===== src/rtl/gomoku_round_ctrl.sv =====
// ============================================================================
// Module   : gomoku_round_ctrl
// Purpose  : Round sequencer for the 6x6 gomoku game FSM. Gates buttons, detects
//            placements, scans for five-in-a-row / draw and handles restart.
//            Optional win-cell mask output: GOMOKU_WIN_HIGHLIGHT_EN.
// Revision : 1.0 - initial release
// ============================================================================
`default_nettype none

module gomoku_round_ctrl #(
    parameter int N = 6,
    parameter int L = 5
) (
    input  logic       clk,
    input  logic       rst_n,
    input  logic       btn_up,
    input  logic       btn_down,
    input  logic       btn_left,
    input  logic       btn_right,
    input  logic       btn_center,
    input  logic [1:0] board [N*N],
    input  logic [1:0] player,
    output logic       up_o,
    output logic       down_o,
    output logic       left_o,
    output logic       right_o,
    output logic       center_o,
    output logic       fsm_rst_o,
    output logic       busy,
    output logic       game_over,
    output logic [1:0] winner,
    output logic       draw
`ifdef GOMOKU_WIN_HIGHLIGHT_EN
    ,
    output logic [N*N-1:0] win_cells
`endif
);

    localparam int M    = N - L + 1;
    localparam int NWIN = 2*N*M + 2*M*M;
    localparam int IW   = (NWIN > 1) ? $clog2(NWIN) : 1;

    // Window numbering: horizontal, vertical, down-right, down-left groups.
    function automatic int win_start(input int k);
        int kk;
        int r;
        int c;
        if (k < N*M) begin
            r = k / M;
            c = k % M;
        end else if (k < 2*N*M) begin
            kk = k - N*M;
            c  = kk / M;
            r  = kk % M;
        end else if (k < 2*N*M + M*M) begin
            kk = k - 2*N*M;
            r  = kk / M;
            c  = kk % M;
        end else begin
            kk = k - 2*N*M - M*M;
            r  = kk / M;
            c  = kk % M + L - 1;
        end
        return r*N + c;
    endfunction

    function automatic int win_step(input int k);
        if (k < N*M)
            return 1;
        else if (k < 2*N*M)
            return N;
        else if (k < 2*N*M + M*M)
            return N + 1;
        else
            return N - 1;
    endfunction

    typedef enum logic [1:0] {
        S_PLAY = 2'd0,
        S_SCAN = 2'd1,
        S_OVER = 2'd2
    } state_t;

    state_t          r_state;
    logic [1:0]      r_player_q;
    logic [1:0]      r_mover;
    logic [IW-1:0]   r_idx;

    logic [NWIN-1:0] w_hit;
    logic [N*N-1:0]  w_empty;
    logic            w_full;
    logic            w_play;
    logic            w_cur_hit;
    logic            w_last;

    genvar k, j, i;
    generate
        for (k = 0; k < NWIN; k++) begin : g_win
            localparam int START = win_start(k);
            localparam int STEP  = win_step(k);
            logic [L-1:0] w_match;
            for (j = 0; j < L; j++) begin : g_cell
                assign w_match[j] = (board[START + j*STEP] == r_mover);
            end
            assign w_hit[k] = &w_match;
        end

        for (i = 0; i < N*N; i++) begin : g_full
            assign w_empty[i] = (board[i] == 2'b00);
        end
    endgenerate

    assign w_full    = ~|w_empty;
    assign w_play    = (r_state == S_PLAY);
    assign w_cur_hit = w_hit[r_idx];
    assign w_last    = (r_idx == IW'(NWIN - 1));

    assign up_o     = btn_up     & w_play;
    assign down_o   = btn_down   & w_play;
    assign left_o   = btn_left   & w_play;
    assign right_o  = btn_right  & w_play;
    assign center_o = btn_center & w_play;

`ifdef GOMOKU_WIN_HIGHLIGHT_EN
    logic [N*N-1:0] w_mask [NWIN];

    function automatic logic [N*N-1:0] win_mask(input int kw);
        logic [N*N-1:0] m;
        m = '0;
        for (int jj = 0; jj < L; jj++)
            m[win_start(kw) + jj*win_step(kw)] = 1'b1;
        return m;
    endfunction

    generate
        for (k = 0; k < NWIN; k++) begin : g_mask
            localparam logic [N*N-1:0] MASK = win_mask(k);
            assign w_mask[k] = MASK;
        end
    endgenerate
`endif

    always_ff @(posedge clk or negedge rst_n) begin
        if (!rst_n) begin
            r_state    <= S_PLAY;
            r_player_q <= 2'b01;
            r_mover    <= 2'b00;
            r_idx      <= '0;
            winner     <= 2'b00;
            draw       <= 1'b0;
            game_over  <= 1'b0;
            busy       <= 1'b0;
            fsm_rst_o  <= 1'b0;
`ifdef GOMOKU_WIN_HIGHLIGHT_EN
            win_cells  <= '0;
`endif
        end else begin
            fsm_rst_o  <= 1'b0;
            r_player_q <= player;
            case (r_state)
                S_PLAY: begin
                    if (player != r_player_q) begin
                        r_mover <= r_player_q;
                        r_state <= S_SCAN;
                        r_idx   <= '0;
                        busy    <= 1'b1;
                    end
                end
                S_SCAN: begin
                    if (w_cur_hit) begin
                        r_state   <= S_OVER;
                        winner    <= r_mover;
                        game_over <= 1'b1;
                        busy      <= 1'b0;
`ifdef GOMOKU_WIN_HIGHLIGHT_EN
                        win_cells <= w_mask[r_idx];
`endif
                    end else if (w_last) begin
                        busy <= 1'b0;
                        if (w_full) begin
                            r_state   <= S_OVER;
                            draw      <= 1'b1;
                            winner    <= 2'b00;
                            game_over <= 1'b1;
`ifdef GOMOKU_WIN_HIGHLIGHT_EN
                            win_cells <= '0;
`endif
                        end else begin
                            r_state <= S_PLAY;
                        end
                    end else begin
                        r_idx <= r_idx + IW'(1);
                    end
                end
                S_OVER: begin
                    if (btn_center) begin
                        fsm_rst_o  <= 1'b1;
                        r_state    <= S_PLAY;
                        winner     <= 2'b00;
                        draw       <= 1'b0;
                        game_over  <= 1'b0;
                        // Game FSM restarts with black to move; keep that from looking like a turn change.
                        r_player_q <= 2'b01;
`ifdef GOMOKU_WIN_HIGHLIGHT_EN
                        win_cells  <= '0;
`endif
                    end
                end
                default: r_state <= S_PLAY;
            endcase
        end
    end

endmodule

`default_nettype wire


===== config.mk =====
export PLATFORM = sky130hd
export DESIGN_NAME = gomoku_round_ctrl
export DESIGN_NICKNAME = d
export VERILOG_FILES = /design/src/rtl/gomoku_round_ctrl.sv
export SDC_FILE = /design/constraint.sdc
export NUM_CORES = 1
export LEC_CHECK = 0
export CAP_MARGIN = 20
export CORE_MARGIN = 1
export CORE_UTILIZATION = 30
export CTS_CLUSTER_SIZE = 8
export DETAILED_ROUTE_END_ITERATION = 10
export GPL_ROUTABILITY_DRIVEN = 0
export PLACE_DENSITY = 0.68
export SYNTH_ARGS = -nofsm -noshare
export SYNTH_HDL_FRONTEND = slang
export SYNTH_SLANG_ARGS = --single-unit

===== constraint.sdc =====
create_clock -name clk -period 6.7 [get_ports clk]
set_input_delay 1.005 -clock clk [delete_from_list [all_inputs] [get_ports clk]]
set_output_delay 1.005 -clock clk [all_outputs]
set_load 0.01 [all_outputs]

Word-level counts from Yosys, hierarchy flattened
Cells that the tools add are included.
- add/subtract/negate cells: 1
- $lt $le $gt $ge: 1
- equal/unequal tests: 48
- mux-type cells: 31
- bitwise gates (word level): 5
- reductions and logical operators: 78
- operators with widths (cell ; number):
    $reduce_and 5->1 ; 33
    $logic_not 2->1 ; 37
    $eq 2x2->1 ; 36
    $reduce_or 36->1 ; 1
    $mux 2 ; 10
    $mux 5 ; 3
    $mux 1 ; 11
    $ne 2x2->1 const B ; 5
    $pmux 5 s2 ; 1
    $reduce_and 4->1 ; 2
    $lt 5x6->1 const B ; 1
    $ne 3x3->1 const B ; 2
    $pmux 1 s2 ; 3
    $pmux 2 s3 ; 1
    $reduce_and 3->1 ; 2
    $add 5x1->5 const B ; 1
    $and 1x1->1 ; 5
    $bmux 1 s5 ; 1
    $eq 5x5->1 const B ; 1
    $pmux 2 s2 ; 1
    $reduce_bool 2->1 ; 2
    $eq 2x1->1 const B ; 1
    $eq 2x2->1 const B ; 1
    $ne 2x1->1 const B ; 1
    2 further kinds ; 2
- flip-flop bits (word level): 17
- input port bits: 81
- output and inout bits: 11
- logic and storage cells: 173

Depth between registers and ports, before layout
- depth after elaboration: 6
- mapped depth: 12
- mapped depth without buffers: 10

Worst setup path before layout
OpenSTA, ideal clock, no wires.
- path type: in2reg
- start: input port board[40] (netlist name)
- end: register winner[0]
- setup time: 0.121 ns
- arrival time: 3.145 ns
- data required time: 6.579 ns
- path slack: 3.434 ns
- cell stages on the path: 8
- path buffers: 1
- cells stage by stage: clkbuf_2 > or4_1 > a221oi_1 > a2111oi_0 > or4_4 > o22ai_4 > o211ai_2 > a22o_1
- longest elaborated chain between the ends: 6
- elaborated cells on any way between the ends: 17
- classes of those cells: 3 x eq/ne; 4 x mux; 10 x reduce/logical
- ends and longest elaborated chain (what ; line ; source):
    from (decl) ; 21 ; input logic [1:0] board [N*N],
    $eq 2x2->1 ; 103 ; assign w_match[j] = (board[START + j*STEP] == r_mover);
    $reduce_and 5->1 ; 105 ; assign w_hit[k] = &w_match;
    $bmux 1 s5 ; 115 ; assign w_cur_hit = w_hit[r_idx];
    $mux 1 (not written as such) ; 115 ;
    $ne 3x3->1 (no source line) or $mux 2 (tied branches) ; -- ;
    $reduce_and 4->1 (no source line) or $pmux 2 s2 (tied branches) ; -- ;
    to (signal assigned) ; 172 ; winner <= r_mover;
    to (decl) ; 31 ; output logic [1:0] winner,
Several ways; a longest one is shown, not always the timed one. The select of a mux whose other input is x is not followed.
A chain may end at the register's enable or synchronous reset.

Final worst setup path
- start: input port board[70] (netlist name)
- end: register winner[0]
The elaborated chain is that of the path after synthesis.

==> impl_summary.log <==
INFO  metric setup_viol_count_final = 0
INFO  metric rsz0062_at_grt = no
INFO  metric first_pass_grt_wire_length = 16.8 mm
INFO  metric fin_skew = 5.00 ps
INFO  metric flow.area_growth_from_synthesis = 31.4%
INFO  metric synthDistinctLibCells = 57
INFO  metric route.met2.wl = 4.66 mm
INFO  metric cts.hold.buffers_added = 0
INFO  metric period_utilisation_layout = 0.602
INFO  metric fin_hold_ws = 493 ps
INFO  metric final_period_minus_worst_setup_slack = 4030 ps
INFO  metric synth-seq-cells = 17
INFO  metric tritoncts = done
INFO  metric largest_net_degree_at_the_start_of_global_routing = 71
INFO  metric design.portCount = 92
INFO  metric run_status = complete, no violations
INFO  metric synth_area_per_cell = 7.63 µm²
INFO  metric dr.first_iter.drc_count = 470
INFO  metric drt-wirelength-per-cell = 18.7 µm
INFO  metric cts.root.buffer_cell = clkbuf_8
INFO  metric detail_route.first_pass.iterations = 6
INFO  metric placedInstanceArea = 3810 µm²
INFO  metric synth_sequential_area_ratio = 0.145
INFO  metric endpoint_kind = register
INFO  metric final_net_count = 538
INFO  metric setup.worst_path.class = input port to register
INFO  metric route.antenna.remaining_nets = 0
INFO  metric synth_top_family_by_area = simple AND/OR/NAND/NOR gates
INFO  metric layout-drive-gt1-share = 0.0399
INFO  metric gr-total-overflow = 0
INFO  metric route.final.wire_length = 10.8 mm
INFO  metric synth-warning-count = 0
INFO  metric die_area = 10200 µm²
INFO  metric area.sequential = 429 µm²
INFO  metric most-common-layout-cells = clkdlybuf4s50_1, xnor2_1, o22ai_1
INFO  metric cap_viol_max_count = 0
INFO  metric initial_utilization = 0.313
INFO  metric grt.total_usage = 0.210
INFO  metric drc_errors = 0
INFO  metric wirelength_met1 = 4.70 mm
INFO  metric slew_headroom = 0.337
INFO  metric clock_net_sink_count = 17
INFO  metric critical-path-slowest-cell = a2111oi_0
INFO  metric mappedNetlistArea = 2940 µm²
INFO  metric clock.fmax = 248 MHz
INFO  metric slew_violations = 0
INFO  metric timing.critical_path.mode_cell = a2111oi_0
INFO  metric arrival = 4180 ps
INFO  metric synth_async_sr_flop_share = 1.00
INFO  metric yosys.area_share.simple = 0.357
INFO  metric yosys_most_used_dff = dfrtp_1
INFO  metric final_critical_path_setup_slack = 2670 ps
INFO  metric die_w = 101 µm
INFO  metric synth_xor_area_frac = 0.146
INFO  metric number_of_hold_violations_in_the_final_report = 0
INFO  metric synthCells = 385
INFO  metric synth_mux_area_frac = 0.0111
INFO  metric synth.net_count = 471
INFO  metric multi_input_area = 2270 µm²
INFO  metric max_slew.worst_pin.slew = 994 ps
INFO  metric number_of_antenna_violations_at_the_first_check_in_global_routing = 0
INFO  metric clkSlewWorstSetupHoldPaths = 70 ps
INFO  metric buffer_ports.inserted = 91
INFO  metric min_path_type = register to register
INFO  metric via_count_of_the_first_global_routing_pass = 3152
INFO  metric critical_path_required = 6850 ps
INFO  metric worst_skew_pair.late_latency = 250 ps
INFO  metric route.met3.wl = 1.23 mm
INFO  metric crit_fanout = 15
INFO  metric die-height = 101 µm
INFO  metric synth_compound_area_frac = 0.237
INFO  metric placeableCoreArea = 9370 µm²
INFO  metric n_antenna_cell = 0
INFO  metric detailedPlace.worstSlack = 2490 ps
INFO  metric p_leak = 1.27 nW
INFO  metric power.density_cell_area = 272 nW/µm²
INFO  metric via_count_of_the_routed_design = 3568
INFO  metric worstPathCellList = clkdlybuf4s50_1 > xor2_1 > or3_1 > a2111oi_0 > a2111oi_0 > or4_4 > o22ai_4 > o211ai_2 > a22o_1
INFO  metric totalNegativeSetupSlack = 0 ps
INFO  metric fillCellCount = 963
INFO  metric adder_cell_share_of_the_synthesized_area = 0.0213
INFO  metric cts_post_setup_buffers_inserted = 0
INFO  metric numCtsBuffers = 3
INFO  metric critical_path.max_stage_delay = 530 ps
INFO  metric synth_enable_flop_cells = 0
INFO  metric post-dp-hpwl = 8.35 mm
INFO  metric final_common_cell = clkdlybuf4s50_1
INFO  metric route.top_layer_used = met4
INFO  metric start_kind = input port
INFO  metric placementRows = 35
INFO  metric clock_tree.htree_level_count = 1
INFO  metric fin_area = 3860 µm²
INFO  metric max-clock-path-buffers = 2
INFO  metric route.detailed.vias_per_inst = 6.15
INFO  metric ctsResizeCount = 0
INFO  metric worst_case_vdd_ir_drop = 0.143 mV
where the power goes:
part | switching [mW] | internal, mW
logic | 0.443 | 0.324
clock network | 0.0360 | 0.0423
registers | 0.0678 | 0.137
total | 0.547 | 0.503
kinds of logic after synthesis:
group | after synthesis
XOR/XNOR | 49
buffers and inverters | 38
multiplexers | 3
AND/OR/NAND/NOR | 178
adder cells (fa/ha/maj) | 5
AO/OA/AOI/OAI | 95
flip-flops | 17
layout make-up:
class | count | share of cell area
Clock buffer | 4 | 0.0117
Inverter | 7 | 0.00681
Multi-Input combinational cell | 330 | 0.589
Sequential cell | 17 | 0.111
Tap cell | 129 | 0.0418
Timing Repair Buffer | 93 | 0.240
registers in the layout, indices dropped and copies added (netlist names):
name	flops
fsm_rst_o	1
r_mover	2
game_over	1
winner	2
r_idx	5
busy	1
r_player_q	2
r_state	2
draw	1
per-layer routing:
layer / global-route usage / vias up
li1: - / 1658
met1: 0.304 / 1673
met2: 0.312 / 209
met3: 0.0485 / 28
met4: 0.0491 / 0
met5: 0 / -
cell usage after synthesis (7+ instances only):
cell type | n | share of area
nand2_1 | 19 | 0.024
o22ai_1 | 30 | 0.064
xnor2_1 | 33 | 0.098
nand4_1 | 12 | 0.026
clkbuf_1 | 7 | 0.0089
and3_1 | 20 | 0.043
and2_1 | 7 | 0.015
a211oi_1 | 8 | 0.020
o21ai_0 | 8 | 0.014
dfrtp_1 | 16 | 0.14
nand3_1 | 22 | 0.037
nor4_1 | 16 | 0.034
nor2_1 | 12 | 0.015
nor3_1 | 25 | 0.043
inv_1 | 7 | 0.0089
or4_1 | 13 | 0.033
xor2_1 | 16 | 0.048
and4_1 | 11 | 0.033
buf_6 | 9 | 0.035
worst max-delay path: cells and delay by family:
kind,cells,cell delay (ps)
and+or+nand+nor,2,930
xor gates and xnor gates,1,190
AOI/OAI and AO/OA,5,1560
buffers and inverters,1,490
final timing paths:
path                       startpoint    endpoint  slack [ps]  depth (start not counted)
hold reg to reg             game_over   game_over         490                          1
setup reg to reg           r_mover[0]   winner[0]        2920                          9
setup / recovery            board[70]   winner[0]        2670                          9
min in group asynchronous       rst_n    r_idx[0]        1190                          1
max in group asynchronous       rst_n  r_mover[0]        5000                          1
hold / removal              game_over   game_over         490                          1
stage by stage:
step / std cells / total power, mW / util
2_1_floorplan: 385 / 0.786 / -
4_1_cts: 580 / 1.04 / 0.412
3_5_place_dp: 576 / 0.955 / 0.407
5_1_grt: 580 / 1.13 / 0.412
3_3_place_gp: 576 / 0.947 / 0.407
6_report: 580 / 1.05 / 0.412
No activity file was read; power rests on OpenSTA's default activity.
